===== src/rtl/uart_defs_pkg.sv =====
// Shared UART definitions: receiver state encodings, default bit timing and the
// status-register bit positions used by the peripheral register map and uart_tx.
package uart_defs_pkg;

   typedef enum logic [1:0] {
      ST_IDLE  = 2'd0,
      ST_START = 2'd1,
      ST_DATA  = 2'd2,
      ST_STOP  = 2'd3
   } uart_state_t;

   localparam int UART_CLKS_PER_BIT_DEF = 512;

   localparam int UART_STAT_VALID     = 0;
   localparam int UART_STAT_FRAME_ERR = 1;
   localparam int UART_STAT_OVERRUN   = 2;
   localparam int UART_STAT_BUSY      = 3;

endpackage


===== src/rtl/uart_sync2.sv =====
// Two-flop synchroniser for the asynchronous serial line; resets to the idle level (1).
module uart_sync2 (
   input  logic clk,
   input  logic rst,
   input  logic d,
   output logic q
);

   logic meta;

   always_ff @(posedge clk or posedge rst) begin
      if (rst) begin
         meta <= 1'b1;
         q    <= 1'b1;
      end else begin
         meta <= d;
         q    <= meta;
      end
   end

endmodule


===== src/rtl/uart_rx_unit.sv =====
// 8N1 UART receiver: start-bit validation at half-bit, mid-bit data sampling LSB first,
// stop-bit check, and a 1-deep holding buffer with sticky frame-error/overrun flags.
module uart_rx_unit
   import uart_defs_pkg::*;
#(
   parameter int CLKS_PER_BIT = UART_CLKS_PER_BIT_DEF,
   parameter int CNT_W        = 10
) (
   input  logic       sysclk,
   input  logic       Reset,
   input  logic       UART_IN,
   input  logic       rd,
   output logic [7:0] rx_data,
   output logic       rx_valid,
   output logic       rx_busy,
   output logic       frame_err,
   output logic       overrun
);

   localparam logic [CNT_W-1:0] HALF_M1 = CNT_W'(CLKS_PER_BIT / 2 - 1);
   localparam logic [CNT_W-1:0] FULL_M1 = CNT_W'(CLKS_PER_BIT - 1);

   uart_state_t      state_q, state_d;
   logic             rxs;
   logic [CNT_W-1:0] cnt;
   logic [2:0]       bit_idx;
   logic [7:0]       shift;

   logic cnt_clr, bit_clr, shift_en, done_ok, done_bad;

   uart_sync2 u_sync (
      .clk (sysclk),
      .rst (Reset),
      .d   (UART_IN),
      .q   (rxs)
   );

   always_ff @(posedge sysclk or posedge Reset) begin
      if (Reset) state_q <= ST_IDLE;
      else       state_q <= state_d;
   end

   always_comb begin
      state_d  = state_q;
      cnt_clr  = 1'b0;
      bit_clr  = 1'b0;
      shift_en = 1'b0;
      done_ok  = 1'b0;
      done_bad = 1'b0;
      case (state_q)
         ST_IDLE: begin
            if (!rxs) begin
               state_d = ST_START;
               cnt_clr = 1'b1;
            end
         end
         ST_START: begin
            // Line back high at half-bit means the falling edge was a glitch.
            if (cnt == HALF_M1) begin
               cnt_clr = 1'b1;
               if (rxs) begin
                  state_d = ST_IDLE;
               end else begin
                  state_d = ST_DATA;
                  bit_clr = 1'b1;
               end
            end
         end
         ST_DATA: begin
            if (cnt == FULL_M1) begin
               cnt_clr  = 1'b1;
               shift_en = 1'b1;
               if (bit_idx == 3'd7) state_d = ST_STOP;
            end
         end
         ST_STOP: begin
            if (cnt == FULL_M1) begin
               cnt_clr  = 1'b1;
               state_d  = ST_IDLE;
               done_ok  = rxs;
               done_bad = !rxs;
            end
         end
         default: state_d = ST_IDLE;
      endcase
   end

   always_ff @(posedge sysclk or posedge Reset) begin
      if (Reset) begin
         cnt     <= '0;
         bit_idx <= '0;
      end else begin
         if (cnt_clr || state_q == ST_IDLE) cnt <= '0;
         else                               cnt <= cnt + CNT_W'(1);
         if (bit_clr)       bit_idx <= '0;
         else if (shift_en) bit_idx <= bit_idx + 3'd1;
      end
   end

   always_ff @(posedge sysclk) begin
      if (shift_en) shift[bit_idx] <= rxs;
   end

   // Later assignments win: a completing byte overrides a coincident rd clear.
   always_ff @(posedge sysclk or posedge Reset) begin
      if (Reset) begin
         rx_data   <= '0;
         rx_valid  <= 1'b0;
         frame_err <= 1'b0;
         overrun   <= 1'b0;
      end else begin
         if (rd) begin
            rx_valid  <= 1'b0;
            frame_err <= 1'b0;
            overrun   <= 1'b0;
         end
         if (done_ok) begin
            rx_data  <= shift;
            rx_valid <= 1'b1;
            if (rx_valid && !rd) overrun <= 1'b1;
         end
         if (done_bad) frame_err <= 1'b1;
      end
   end

   assign rx_busy = (state_q != ST_IDLE);

endmodule


===== config.mk =====
export PLATFORM = sky130hd
export DESIGN_NAME = uart_rx_unit
export DESIGN_NICKNAME = d
export VERILOG_FILES = /design/src/rtl/uart_defs_pkg.sv /design/src/rtl/uart_sync2.sv /design/src/rtl/uart_rx_unit.sv
export SDC_FILE = /design/constraint.sdc
export NUM_CORES = 1
export LEC_CHECK = 0
export CAP_MARGIN = 15
export CORE_MARGIN = 3
export CORE_UTILIZATION = 35
export DETAILED_ROUTE_END_ITERATION = 12
export SYNTH_ARGS = -nofsm -noshare
export SYNTH_HDL_FRONTEND = slang
export SYNTH_SLANG_ARGS = --single-unit

===== constraint.sdc =====
create_clock -name sysclk -period 1.75 [get_ports sysclk]
set_input_delay 0.175 -clock sysclk [delete_from_list [all_inputs] [get_ports sysclk]]
set_output_delay 0.175 -clock sysclk [all_outputs]
set_load 0.02 [all_outputs]

==> impl_metrics.ini, run 1 <==
[routing]
dr.pass1.iters = 4
vias = 1148
routed_via_density = 5.42
drc = 0
ant_nets = 0
wl_per_cell_um = 15.2
finalWirelength_um = 3230
drt-initial-drc-count = 51

[clock_tree]
cts_max_level = 2
cts_buffers = 5
cts_buffer_depth = 2
clock-sinks = 36
root_buffer = clkbuf_8
cts_setup_buffers = 0
cts-hold-fix-buffers = 0
clk_pin_slew_ps = 70
clk_latency_ps = 280
cts_tree = yes

[floorplanning]
start_util = 0.367
die_area_sq_um = 5440
rows = 24
core_area_sq_um = 4380
io_pins = 16
die_y_um = 73.8
die_w_um = 73.8

[global_route]
antenna_found_initial = 0
grt_first_pass_wirelength_um = 5420
grt_usage = 0.133
grt_overflow = 0
grt_pass1_vias = 1202
grt_max_degree = 29

[setup_path]
arrival_ps = 1820
slowest_stage = dfstp_2
worstPathCellList = nand4_1 -> nor4_4 -> buf_12 -> mux2_2
cp_max_fo = 10
cpPeakStageDelay_ps = 530
worst_ep_required_time_ps = 1920
worst_setup_path_start_kind = flip-flop
end_kind = flip-flop
critPathKind = flip-flop to flip-flop

[yosys]
ys_ff_latch = 36
ys_seq_area_frac = 0.587
synth_area_per_cell_sq_um = 12.3
async_reset_ff_frac = 0.778
yosysUniqueCellTypes = 41
syn_area_sq_um = 1610
synthCells = 131
synth_edf_count = 8
synth_ff_type = dfrtp_1
yosys_warnings = 0
synth_nets = 138

[timing]
hold_viol_final = 0
fmax_mhz = 606
setup_violations = 0
tightest_slew_ps = 360
slew_violations = 0
fin_crit_ps = 1650
timing.slew.headroom = 0.760
grt_setup_unrepaired = no
skew_ps = 9.11
fin_crit_sh = 0.943

[power]
swShare = 0.184
peakVddDrop_mv = 0.406
power_switching_mw = 0.300
p_int_mw = 1.33
p_per_area_nw_per_um2 = 790
clockPowerShare = 0.453
p_leak_nw = 0.826
comb_power_share = 0.018
power_frac_seq = 0.529

[placed_design]
portBuffers = 15
placed_cell_area_sq_um = 1900
routabilityCongestion = 0.848
placed_cells = 204
hpwl_um = 2210

[layout]
final_common_cell = dfrtp_1
antennaDiodeCount = 0
final_layout_size_suffix_gt1_frac = 0.256
multi_input_area_sq_um = 678
syn_to_final_growth_pct = 28.3
stdcell_count = 212
finalNetCount = 166
final_area_sq_um = 2060
ff_latch_area_sq_um = 945
layout_common_cells = dfrtp_1, clkdlybuf4s50_1, nor2_1, buf_4
fillers = 399

[run]
drv_cap = 0

[min_path]
hp-class = input port to async pin

[outcome]
status = completed
## critical path: cells and delay by family, from the launching register on
family,cells,cell delay [ps]
buffers and inverters,1,170
flip-flops,1,530
multiplexers,1,330
AND/OR/NAND/NOR,2,510
## synth_stat cells, types with 2 or more instances
cell      number  area [sq um]
inv_1          6          22.5
o31ai_1        2          15.0
nand4_1        3          18.8
or3_2          2          15.0
nand2_1        3          11.3
xnor2_1        2          17.5
nand2b_1       2          12.5
a32o_1         3          30.0
ha_1           3          37.5
nor4b_1        2          17.5
o21ai_0        3          15.0
nor2b_1        2          12.5
clkbuf_1       4          15.0
edfxtp_1       8           240
a22o_1         2          17.5
nor4_1         3          18.8
dfstp_2        2          52.6
xor2_1         2          17.5
nand3_1        6          30.0
a21oi_1        5          25.0
dfrtp_1       26           651
nor3_1         2          10.0
or4_1          2          15.0
nor2_1        12          45.0
mux2_2         8          90.1
## kinds of logic (layout without fill, tap and decap cells)
| kind of cell | count (synthesis) | after routing | share of synthesized area |
|---|---|---|---|
| compound gates | 20 | 20 | 0.0903 |
| xor+xnor | 4 | 4 | 0.0218 |
| fa+ha+maj | 3 | 3 | 0.0233 |
| buf+inv | 10 | 39 | 0.0233 |
| flops | 36 | 36 | 0.587 |
| mux | 8 | 8 | 0.0560 |
| simple gates | 50 | 50 | 0.198 |
## final timing paths
| check | cells after the start | slack (ps) | endpoint | start |
|---|---|---|---|---|
| setup reg to reg | 4 | 100 | rx_data[2]$_DFFE_PP0P_ | u_sync.q$_DFF_PP1_ |
| max in group asynchronous | 3 | 1180 | u_sync.meta$_DFF_PP1_ | Reset |
| hold reg to reg | 0 | 360 | u_sync.q$_DFF_PP1_ | u_sync.meta$_DFF_PP1_ |
| setup / recovery | 4 | 100 | rx_data[2]$_DFFE_PP0P_ | u_sync.q$_DFF_PP1_ |
| min in group sysclk | 1 | 300 | u_sync.meta$_DFF_PP1_ | UART_IN |
| hold / removal | 3 | 260 | rx_data[2]$_DFFE_PP0P_ | Reset |
## registers in the layout (all words and copies together) (netlist names), named ones only
register	cells
bit_idx	3
cnt	10
frame_err	1
overrun	1
rx_data	8
rx_valid	1
shift	8
state_q	1
u_sync.meta	1
u_sync.q	1
## layout make-up
class / count / area share
clock buffer: 6 / 0.0400
clock inverter: 2 / 0.0164
inverter: 6 / 0.0109
multi-input combinational: 85 / 0.329
sequential: 36 / 0.458
tap: 52 / 0.0315
timing repair buffer: 25 / 0.115
## routing by layer
layer,track usage,wire length [um],up-vias
met4,0.0624,57,0
li1,-,-,548
met3,0.0424,147,11
met1,0.145,1300,553
met5,0,0,-
met2,0.233,1720,36
## stage by stage
| stage | setup slack (ps) | utilization | hold WS [ps] | setup TNS, ps | total power, mW |
|---|---|---|---|---|---|
| 6_report | 99.7 | 0.471 | 256 | 0 | 1.63 |
| 5_1_grt | 12.7 | 0.471 | 292 | 0 | 1.70 |
| 4_1_cts | 25.9 | 0.461 | 268 | 0 | 1.66 |
| 3_5_place_dp | -31.7 | 0.432 | 350 | -31.7 | 0.909 |
| 3_3_place_gp | 86.0 | 0.432 | 346 | 0 | 0.908 |
| 2_1_floorplan | 3.39 | - | 179 | 0 | 0.893 |
## power groups by stage
stage / registers, mW / logic, mW / clock network (mW)
after global placement: 0.879 / 0.0293 / 0
final: 0.862 / 0.0290 / 0.739
after floorplan: 0.881 / 0.0123 / 0
after detailed placement: 0.879 / 0.0303 / 0
after CTS: 0.862 / 0.0304 / 0.763
after global routing: 0.862 / 0.0333 / 0.803
## timing repair
item	CTS	global route
cloned	0	0
setup endpoints to repair	6	13
gates resized for setup	3	7
Power figures use the tool's default switching activity.
==> inputs of run 2 (changes only) <==
Settings changed: CTS_BUF_LIST set to sky130_fd_sc_hd__clkbuf_4.
Clock period 1.75 ns to 1.9 ns, I/O delays scaled along.
==> impl_metrics.ini, run 2 (same netlist as run 1, synthesis figures left out) <==
[clock_tree]
cts_setup_buffers = 0
cts_max_level = 2
cts_buffers = 5
clk_latency_ps = 330
cts_tree = yes
clk_pin_slew_ps = 100
root_buffer = clkbuf_4
clock-sinks = 36
cts_buffer_depth = 2

[power]
power_mw = 1.21
power_switching_mw = 0.257
peakVddDrop_mv = 0.328
swShare = 0.213
p_leak_nw = 0.759
clockPowerShare = 0.321
power_frac_seq = 0.660
p_per_area_nw_per_um2 = 637
comb_power_share = 0.019
p_int_mw = 0.952

[run]
drv_cap = 0

[floorplanning]
rows = 24
die_w_um = 73.8
die_y_um = 73.8
io_pins = 16
start_util = 0.367
die_area_sq_um = 5440
core_area_sq_um = 4380

[layout]
layout_common_cells = dfrtp_1, clkdlybuf4s50_1, nor2_1, mux2_2, edfxtp_1
fillers = 415
final_common_cell = dfrtp_1
finalNetCount = 159
final_layout_size_suffix_gt1_frac = 0.211
largest_reg_flops = 10
syn_to_final_growth_pct = 18.1
antennaDiodeCount = 0
top_regs = cnt x10, rx_data x8, shift x8
regMostFlops = cnt

[timing]
grt_setup_unrepaired = no
fin_crit_sh = 0.936
setup_violations = 0
timing.slew.headroom = 0.752
finalSetupTns_ps = 0
fin_crit_ps = 1780
hold_viol_final = 0
slew_violations = 0
fmax_mhz = 562
tightest_slew_ps = 372
skew_ps = 6.34
fin_hold_ws_ps = 225

[global_route]
grt_first_pass_wirelength_um = 4890
grt_usage = 0.120
grt_max_degree = 29
grt_pass1_vias = 1081
grt_overflow = 0
antenna_found_initial = 0

[setup_path]
worst_ep_required_time_ps = 1920
critPathKind = flip-flop to flip-flop
crit_start = cnt[0]$_DFF_PP0_
slowest_stage = dfrtp_1
cp_max_fo = 5
arrival_ps = 1800
rr_worst_depth = 4
worstPathCellList = ha_2 -> and4_2 -> nand3_1 -> nor4b_1
end_kind = flip-flop
cpPeakStageDelay_ps = 400
r2r_end = shift[0]$_DFFE_PP_
reg2reg_slack_ps = 120
r2r-start = cnt[0]$_DFF_PP0_
worst_setup_path_start_kind = flip-flop

[placed_design]
portBuffers = 15
routabilityCongestion = 0.808
hpwl_um = 2030

[routing]
vias = 1129
finalWirelength_um = 2960
dr.pass1.iters = 4
ant_nets = 0
wl_per_cell_um = 14.5
drc = 0
routed_via_density = 5.53
drt-initial-drc-count = 86

[outcome]
status = completed

[min_path]
hp-class = input port to async pin
## run 2: cell count changes in the layout (fill, tap and decap cells not counted), sizes merged
cell | before | now
buf | 10 | 3
bufinv | 1 | 0
dlygate4sd2 | 1 | 0
clkdlybuf4s50 | 14 | 15
## run 2: timing repair
item	4_1_cts	5_1_grt
setup endpoints to repair	0	13
hold endpoints to repair	0	0
gates resized for setup	0	5
hold buffers	0	0
## run 2: stage by stage
step,setup WS (ps),utilization,instance area (sq um),cells
after floorplan,143,-,1610,131
final,121,0.433,1900,204
after global routing,7.34,0.433,1900,204
after global placement,153,0.418,1830,197
after CTS,34.2,0.429,1880,204
after detailed placement,97.9,0.418,1830,197
## run 2: worst max-delay path: cells and delay by family (launching register included)
| family | cells | cell delay [ps] |
|---|---|---|
| AND/OR/NAND/NOR | 3 | 820 |
| flip-flops | 1 | 400 |
| adder cells (fa/ha/maj) | 1 | 250 |
## run 2: power groups by stage
stage	sequential [mW]	clock (mW)	combinational, mW
finish	0.798	0.389	0.0228
global route	0.798	0.448	0.0257
CTS	0.798	0.406	0.0242
detailed placement	0.813	0	0.0241
global placement	0.813	0	0.0227
floorplan	0.811	0	0.0113
## run 2: worst max-delay path by stage
stage                                        end  slack (ps)  cells past startpoint
final                         shift[0]$_DFFE_PP_         120                      4
after global routing                     rx_busy           7                      3
after CTS                                rx_busy          30                      3
after detailed placement  rx_data[5]$_DFFE_PP0P_         100                      5
after global placement    rx_data[7]$_DFFE_PP0P_         150                      5
after floorplan           rx_data[0]$_DFFE_PP0P_         140                      4
## run 2: per-layer routing
layer,vias to the layer above,GRT usage,part of all wire
li1,535,-,-
met1,560,0.147,0.42
met2,29,0.195,0.52
met3,5,0.0369,0.047
met4,0,0.0483,0.013
met5,-,0,0
## run 2: layout make-up
cell class                      instances  area [sq um]  share of cell area
Clock buffer                            6          45.0              0.0237
Clock inverter                          1          5.00             0.00264
Inverter                                6          22.5              0.0119
Multi-Input combinational cell         85           642               0.338
Sequential cell                        36           946               0.498
Tap cell                               52          65.1              0.0343
Timing Repair Buffer                   18           173              0.0910
==> inputs of run 3 (changes only) <==
Settings changed: TNS_END_PERCENT set to 50.
==> results of run 3 <==
Final layout, timing and power as in run 2 (identical DEF).
